<file path="src/rtl/i2c_reg_master.sv">
// Single-master I2C register-access controller: one 8-bit register write or
// one 8-bit register read (with repeated START) per request, open-drain SCL/SDA.
module i2c_reg_master #(
  parameter int CLOCK_RATE = 32000000,
  parameter int BUS_RATE   = 100000
) (
  input  logic       clk,
  input  logic       reset,
  input  logic       req,
  input  logic       rw,
  input  logic [6:0] dev_addr,
  input  logic [7:0] reg_addr,
  input  logic [7:0] wdata,
  output logic [7:0] rdata,
  output logic       busy,
  output logic       done,
  output logic       nack,
  input  logic       scl_i,
  input  logic       sda_i,
  output logic       scl_o,
  output logic       sda_o
);

  // Quarter-bit period in clk cycles, never below one.
  localparam int QRAW = CLOCK_RATE / (4 * BUS_RATE);
  localparam int Q    = (QRAW < 1) ? 1 : QRAW;
  localparam int CW   = (Q > 1) ? $clog2(Q) : 1;

  typedef enum logic [3:0] {
    IDLE, START, ADDR_W, REG, WDATA, RSTART, ADDR_R, RDATA, MACK, STOP
  } state_t;

  state_t        state_q, state_d;
  logic [CW-1:0] cnt_q, cnt_d;
  logic [1:0]    qtr_q, qtr_d;
  logic [3:0]    bit_q, bit_d;
  logic          rw_q, rw_d;
  logic [6:0]    dev_q, dev_d;
  logic [7:0]    reg_q, reg_d;
  logic [7:0]    wdata_q, wdata_d;
  logic [6:0]    shift_q, shift_d;
  logic [7:0]    rdata_q, rdata_d;
  logic          busy_q, busy_d;
  logic          done_q, done_d;
  logic          nack_q, nack_d;
  logic          scl_q, scl_d;
  logic          sda_q, sda_d;
  logic          stretch, tick, lastBit;
  logic [7:0]    txByte;

  // A slave holding SCL low after we release it in q2 freezes the quarter counter.
  assign stretch = (qtr_q == 2'd2) && !scl_i;
  assign tick    = (state_q != IDLE) && !stretch && (cnt_q == CW'(Q - 1));

  // Identify the final bit of the current state (ACK slot for transmitted bytes).
  always_comb begin
    case (state_q)
      RDATA:                      lastBit = (bit_q == 4'd7);
      ADDR_W, REG, WDATA, ADDR_R: lastBit = (bit_q == 4'd8);
      default:                    lastBit = 1'b1;
    endcase
  end

  // Next-state, sequencing and line-level decode; lines are decoded from the next state so they are registered.
  always_comb begin
    state_d = state_q;
    cnt_d   = cnt_q;
    qtr_d   = qtr_q;
    bit_d   = bit_q;
    rw_d    = rw_q;
    dev_d   = dev_q;
    reg_d   = reg_q;
    wdata_d = wdata_q;
    shift_d = shift_q;
    rdata_d = rdata_q;
    nack_d  = nack_q;
    done_d  = 1'b0;
    txByte  = 8'hFF;
    scl_d   = 1'b1;
    sda_d   = 1'b1;

    if (state_q == IDLE) begin
      cnt_d = '0;
      qtr_d = 2'd0;
      bit_d = 4'd0;
      if (req && !done_q) begin
        state_d = START;
        rw_d    = rw;
        dev_d   = dev_addr;
        reg_d   = reg_addr;
        wdata_d = wdata;
        nack_d  = 1'b0;
      end
    end else if (!tick) begin
      if (!stretch) cnt_d = cnt_q + 1'b1;
    end else begin
      cnt_d = '0;
      qtr_d = qtr_q + 1'b1;
      if (qtr_q == 2'd3) begin
        bit_d = lastBit ? 4'd0 : bit_q + 1'b1;
        case (state_q)
          START:  state_d = ADDR_W;
          RSTART: state_d = ADDR_R;
          ADDR_W, REG, WDATA, ADDR_R: begin
            if (lastBit) begin
              if (sda_i) begin
                nack_d  = 1'b1;
                state_d = STOP;
              end else begin
                case (state_q)
                  ADDR_W:  state_d = REG;
                  REG:     state_d = rw_q ? RSTART : WDATA;
                  WDATA:   state_d = STOP;
                  default: state_d = RDATA;
                endcase
              end
            end
          end
          RDATA: begin
            shift_d = {shift_q[5:0], sda_i};
            if (lastBit) begin
              rdata_d = {shift_q, sda_i};
              state_d = MACK;
            end
          end
          MACK: state_d = STOP;
          STOP: begin
            state_d = IDLE;
            done_d  = 1'b1;
          end
          default: state_d = IDLE;
        endcase
      end
    end

    busy_d = (state_d != IDLE);

    case (state_d)
      ADDR_W:  txByte = {dev_d, 1'b0};
      REG:     txByte = reg_d;
      WDATA:   txByte = wdata_d;
      ADDR_R:  txByte = {dev_d, 1'b1};
      default: txByte = 8'hFF;
    endcase

    case (state_d)
      START: sda_d = (qtr_d < 2'd2);
      RSTART: begin
        scl_d = qtr_d[1];
        sda_d = (qtr_d != 2'd3);
      end
      STOP: begin
        scl_d = qtr_d[1];
        sda_d = (qtr_d == 2'd3);
      end
      ADDR_W, REG, WDATA, ADDR_R: begin
        scl_d = qtr_d[1];
        sda_d = bit_d[3] ? 1'b1 : txByte[3'd7 - bit_d[2:0]];
      end
      RDATA, MACK: scl_d = qtr_d[1];
      default: ;
    endcase
  end

  // State and datapath registers; reset releases both lines immediately without a STOP.
  always_ff @(posedge clk) begin
    if (reset) begin
      state_q <= IDLE;
      cnt_q   <= '0;
      qtr_q   <= 2'd0;
      bit_q   <= 4'd0;
      rw_q    <= 1'b0;
      dev_q   <= 7'd0;
      reg_q   <= 8'd0;
      wdata_q <= 8'd0;
      shift_q <= 7'd0;
      rdata_q <= 8'd0;
      busy_q  <= 1'b0;
      done_q  <= 1'b0;
      nack_q  <= 1'b0;
      scl_q   <= 1'b1;
      sda_q   <= 1'b1;
    end else begin
      state_q <= state_d;
      cnt_q   <= cnt_d;
      qtr_q   <= qtr_d;
      bit_q   <= bit_d;
      rw_q    <= rw_d;
      dev_q   <= dev_d;
      reg_q   <= reg_d;
      wdata_q <= wdata_d;
      shift_q <= shift_d;
      rdata_q <= rdata_d;
      busy_q  <= busy_d;
      done_q  <= done_d;
      nack_q  <= nack_d;
      scl_q   <= scl_d;
      sda_q   <= sda_d;
    end
  end

  assign rdata = rdata_q;
  assign busy  = busy_q;
  assign done  = done_q;
  assign nack  = nack_q;
  assign scl_o = scl_q;
  assign sda_o = sda_q;

endmodule
</file>
<file path="config.mk">
export PLATFORM = sky130hd
export DESIGN_NAME = i2c_reg_master
export DESIGN_NICKNAME = d
export VERILOG_FILES = /design/src/rtl/i2c_reg_master.sv
export SDC_FILE = /design/constraint.sdc
export NUM_CORES = 1
export LEC_CHECK = 0
export CORE_MARGIN = 2
export CORE_UTILIZATION = 25
export CTS_CLUSTER_DIAMETER = 100
export DETAILED_ROUTE_END_ITERATION = 6
export GPL_ROUTABILITY_DRIVEN = 1
export GPL_TIMING_DRIVEN = 0
export SYNTH_ARGS = -nofsm -noshare
export SYNTH_HDL_FRONTEND = slang
export SYNTH_SLANG_ARGS = --single-unit
export TNS_END_PERCENT = 100
</file>
<file path="constraint.sdc">
create_clock -name clk -period 4.2 [get_ports clk]
set_input_delay 1.05 -clock clk [delete_from_list [all_inputs] [get_ports clk]]
set_output_delay 1.05 -clock clk [all_outputs]
set_load 0.03 [all_outputs]
</file>
==> flow_summary.toml <==
[placement]
dp_hpwl_um = 5976
dp.cells = 571
numPortBuffers = 40
gp_congestion = 0.8779

[global_route]
grt_pass1_vias = 2727
grt_pass1_wl_um = 13400
overflow = 0
grt_max_degree = 11
antenna_found_initial = 0
track_usage_pct = 12.84

[synth]
syn_area_mm2 = 0.003143
yosys_register_bits = 61
synth_area_leader_cell = "dfxtp_1"
synth.top_cell.area_share_pct = 38.85
synthAdderAreaFrac_pct = 1.592
netlist_instances = 363
synth.most_common_cell = "dfxtp_1"
synth_top_family_by_area = "simple AND/OR/NAND/NOR gates"
muxShareOfSynthArea_pct = 8.320
syn-num-nets = 396
async_flop_share_pct = 0
avgSynthCellArea_um2 = 8.658
synth-seq-area-share_pct = 38.85
synth-simple-area-share_pct = 26.71
synth_warnings = 0
synth_compound_area_share_pct = 16.76
synth_common_cells = "61 x dfxtp_1, 53 x nand2_1, 45 x nor2_1"
yosys.cell_types.count = 63
synthFlopType = "dfxtp_1"
synth-xor-area-share_pct = 3.901
synth-edff-count = 0
synthTopCellsByArea = "dfxtp_1 39%, mux2i_1 8.0%, nand2_1 6.3%, nor2_1 5.4%, a21oi_1 4.3%"

[worst_hold_path]
min_to = "shift_q[6]"
hold_path_depth = 2
hold_start = "shift_q[6]"
hold_class = "reg2reg"

[setup_path]
r2r-end = "sda_o"
crit_path_max_fanout = 9
r2r_slack_ns = 0.98
cp.required_ns = 4.41
endpoint_kind = "flop"
critPathArrivalTime_ns = 4.00
cp_slowest_cell = "mux2_2"
r2r_cells = 13
r2r-start = "qtr_q[0]"
path_buf_inv = 3
cpLargestDelayFamily = "compound AO/OA/AOI/OAI gates"
path_cells = "clkdlybuf4s50_1, nand2b_1, buf_2, nand4_1, mux2_2, a21o_1, buf_2, nand3_1, o21ai_0, o32a_1, a32oi_1, a31oi_1"
path_class = "in2reg"
worst_setup_path_start_kind = "input port"
path_common_cell = "buf_2"
crit_path_max_incr_delay_ns = 0.48

[drt]
wl_per_cell_um = 13.89
viasPerCell = 4.778
drtAntennaViolNets = 0
first_pass_iters = 4
dr_total_vias = 2800
drt_iter0_markers = 239
route.detailed.drc = 0
routed_wl_um = 8137

[sta]
hold_slack_ns = 0.4509
tns_ns = 0
fin_crit_ns = 3.796
setup_viol = 0
fmax_ghz = 0.2634
slew-limit-headroom_pct = 55.20
finalHoldViolations = 0
rsz0062_at_grt = "false"
finClkSkew_ns = 0.006078
worst_slew_pin_slew_ns = 0.6665
fin_crit_sh_pct = 90.39
drv_slew = 0

[power]
p_int_mw = 1.131
cellPowerDensity_mw_per_mm2 = 361.5
pwr-share-seq_pct = 41.0
combPwrFrac_pct = 8.0
swShare_pct = 22.83
leakagePower_nw = 1.559
power_switching_uw = 334.5
peakVddDrop_mv = 0.1522
clkPwrFrac_pct = 51.0

[floorplan]
row_count = 40
fp.coreArea_mm2 = 0.01216
die_area_mm2 = 0.01349
initial_core_util_pct = 25.84
num_io_pins = 42
die_w_um = 116.1
chipHeight_um = 116.1

[clocking]
cts.repair.resized = 0
cts-hold-fix-buffers = 0
post-cts-setup-buffer-count = 0
clkTransAtPathRegs_ns = 0.05
cts_tree = "done"
cts_num_sinks = 61
cts-root-buf = "clkbuf_16"
clockBufferDepth = 2
htree_num_levels = 3
numCtsBuffers = 9
clk_latency_ns = 0.34

[cells_and_area]
regArea_mm2 = 0.001221
n_antenna_cell = 0
drive_above_1_share_pct = 11.24
layout.nets = 447
fin_cells = 586
area_delta_synth_final_pct = 28.98
multi_input_area_mm2 = 0.001800
fillers = 1267

[flow_run]
cap_violations = 0

[run_status]
status = "finished clean"
worst min-delay path, cell delays in order (launching register included):
cell     delay (ns)
dfxtp_1        0.30
nand2_1        0.05
a21oi_1        0.05
registers in the layout, summed over array words and instances (netlist names):
signal   count
wdata_q      8
bit_q        4
shift_q      7
rdata        8
done         1
sda_o        1
state_q      4
busy         1
scl_o        1
rw_q         1
nack         1
dev_q        7
cnt_q        7
qtr_q        2
reg_q        8
routing by layer:
metal	wire length (µm)	share of wire [%]	global-route usage [%]
met4	61	0.75	4.603
met2	3943	48	21.09
met3	438	5.4	3.477
met1	3693	45	16.25
met5	0	0	0
power groups by stage:
stage	sequential, mW	clock (mW)	combinational [mW]
final	0.601	0.747	0.117
after global routing	0.603	0.784	0.129
after global placement	0.613	0	0.116
after floorplan	0.613	0	0.0660
after CTS	0.601	0.760	0.119
after detailed placement	0.613	0	0.118
cells by family after synthesis:
logic type	Yosys count
flops	61
xor+xnor	14
fa+ha+maj	4
buf+inv	25
compound gates	70
mux	26
simple gates	163
placed cells by master (no fill, tap or decap), drive strengths merged, types with 3 or more instances in the layout:
master	count
xor2	6
nand2	53
mux2i	25
nand4b	3
nor2b	3
dfxtp	61
buf	12
a31oi	3
and2	5
nand4	5
clkbuf	19
nand3b	4
ha	4
a211o	6
xnor2	8
nand3	12
nor4	3
o21ai	10
nor3	15
clkdlybuf4s50	40
nor2	46
a21oi	29
inv	5
per-stage QoR:
stage	cell area, µm²	utilization [%]	total power, mW	setup slack (ns)
after floorplan	3143	-	0.6793	1.070
after global placement	3754	30.86	0.7292	0.09968
after detailed placement	3754	30.86	0.7315	0.1226
after CTS	4054	33.33	1.480	0.4594
after global routing	4054	33.33	1.515	0.2991
final	4054	33.33	1.465	0.4035
how the worst max path moves through the flow:
stage	from	endpoint	slack, ns	depth (start not counted)
after global routing	scl_i	sda_o	0.30	12
after floorplan	scl_i	sda_o	1.07	11
after global placement	scl_i	sda_o	0.1	12
after CTS	scl_i	sda_o	0.46	12
final	scl_i	sda_o	0.40	12
after detailed placement	scl_i	sda_o	0.12	12
cell type report:
type                            instances  share of cell area (%)
Buffer                                 20                   2.531
Inverter                                5                  0.4630
Timing Repair Buffer                   40                   9.877
Clock inverter                          4                   1.173
Multi-Input combinational cell        277                   44.41
Sequential cell                        61                   30.12
Tap cell                              168                   5.185
Clock buffer                           11                   6.235
No activity file was read; power rests on OpenSTA's default activity.
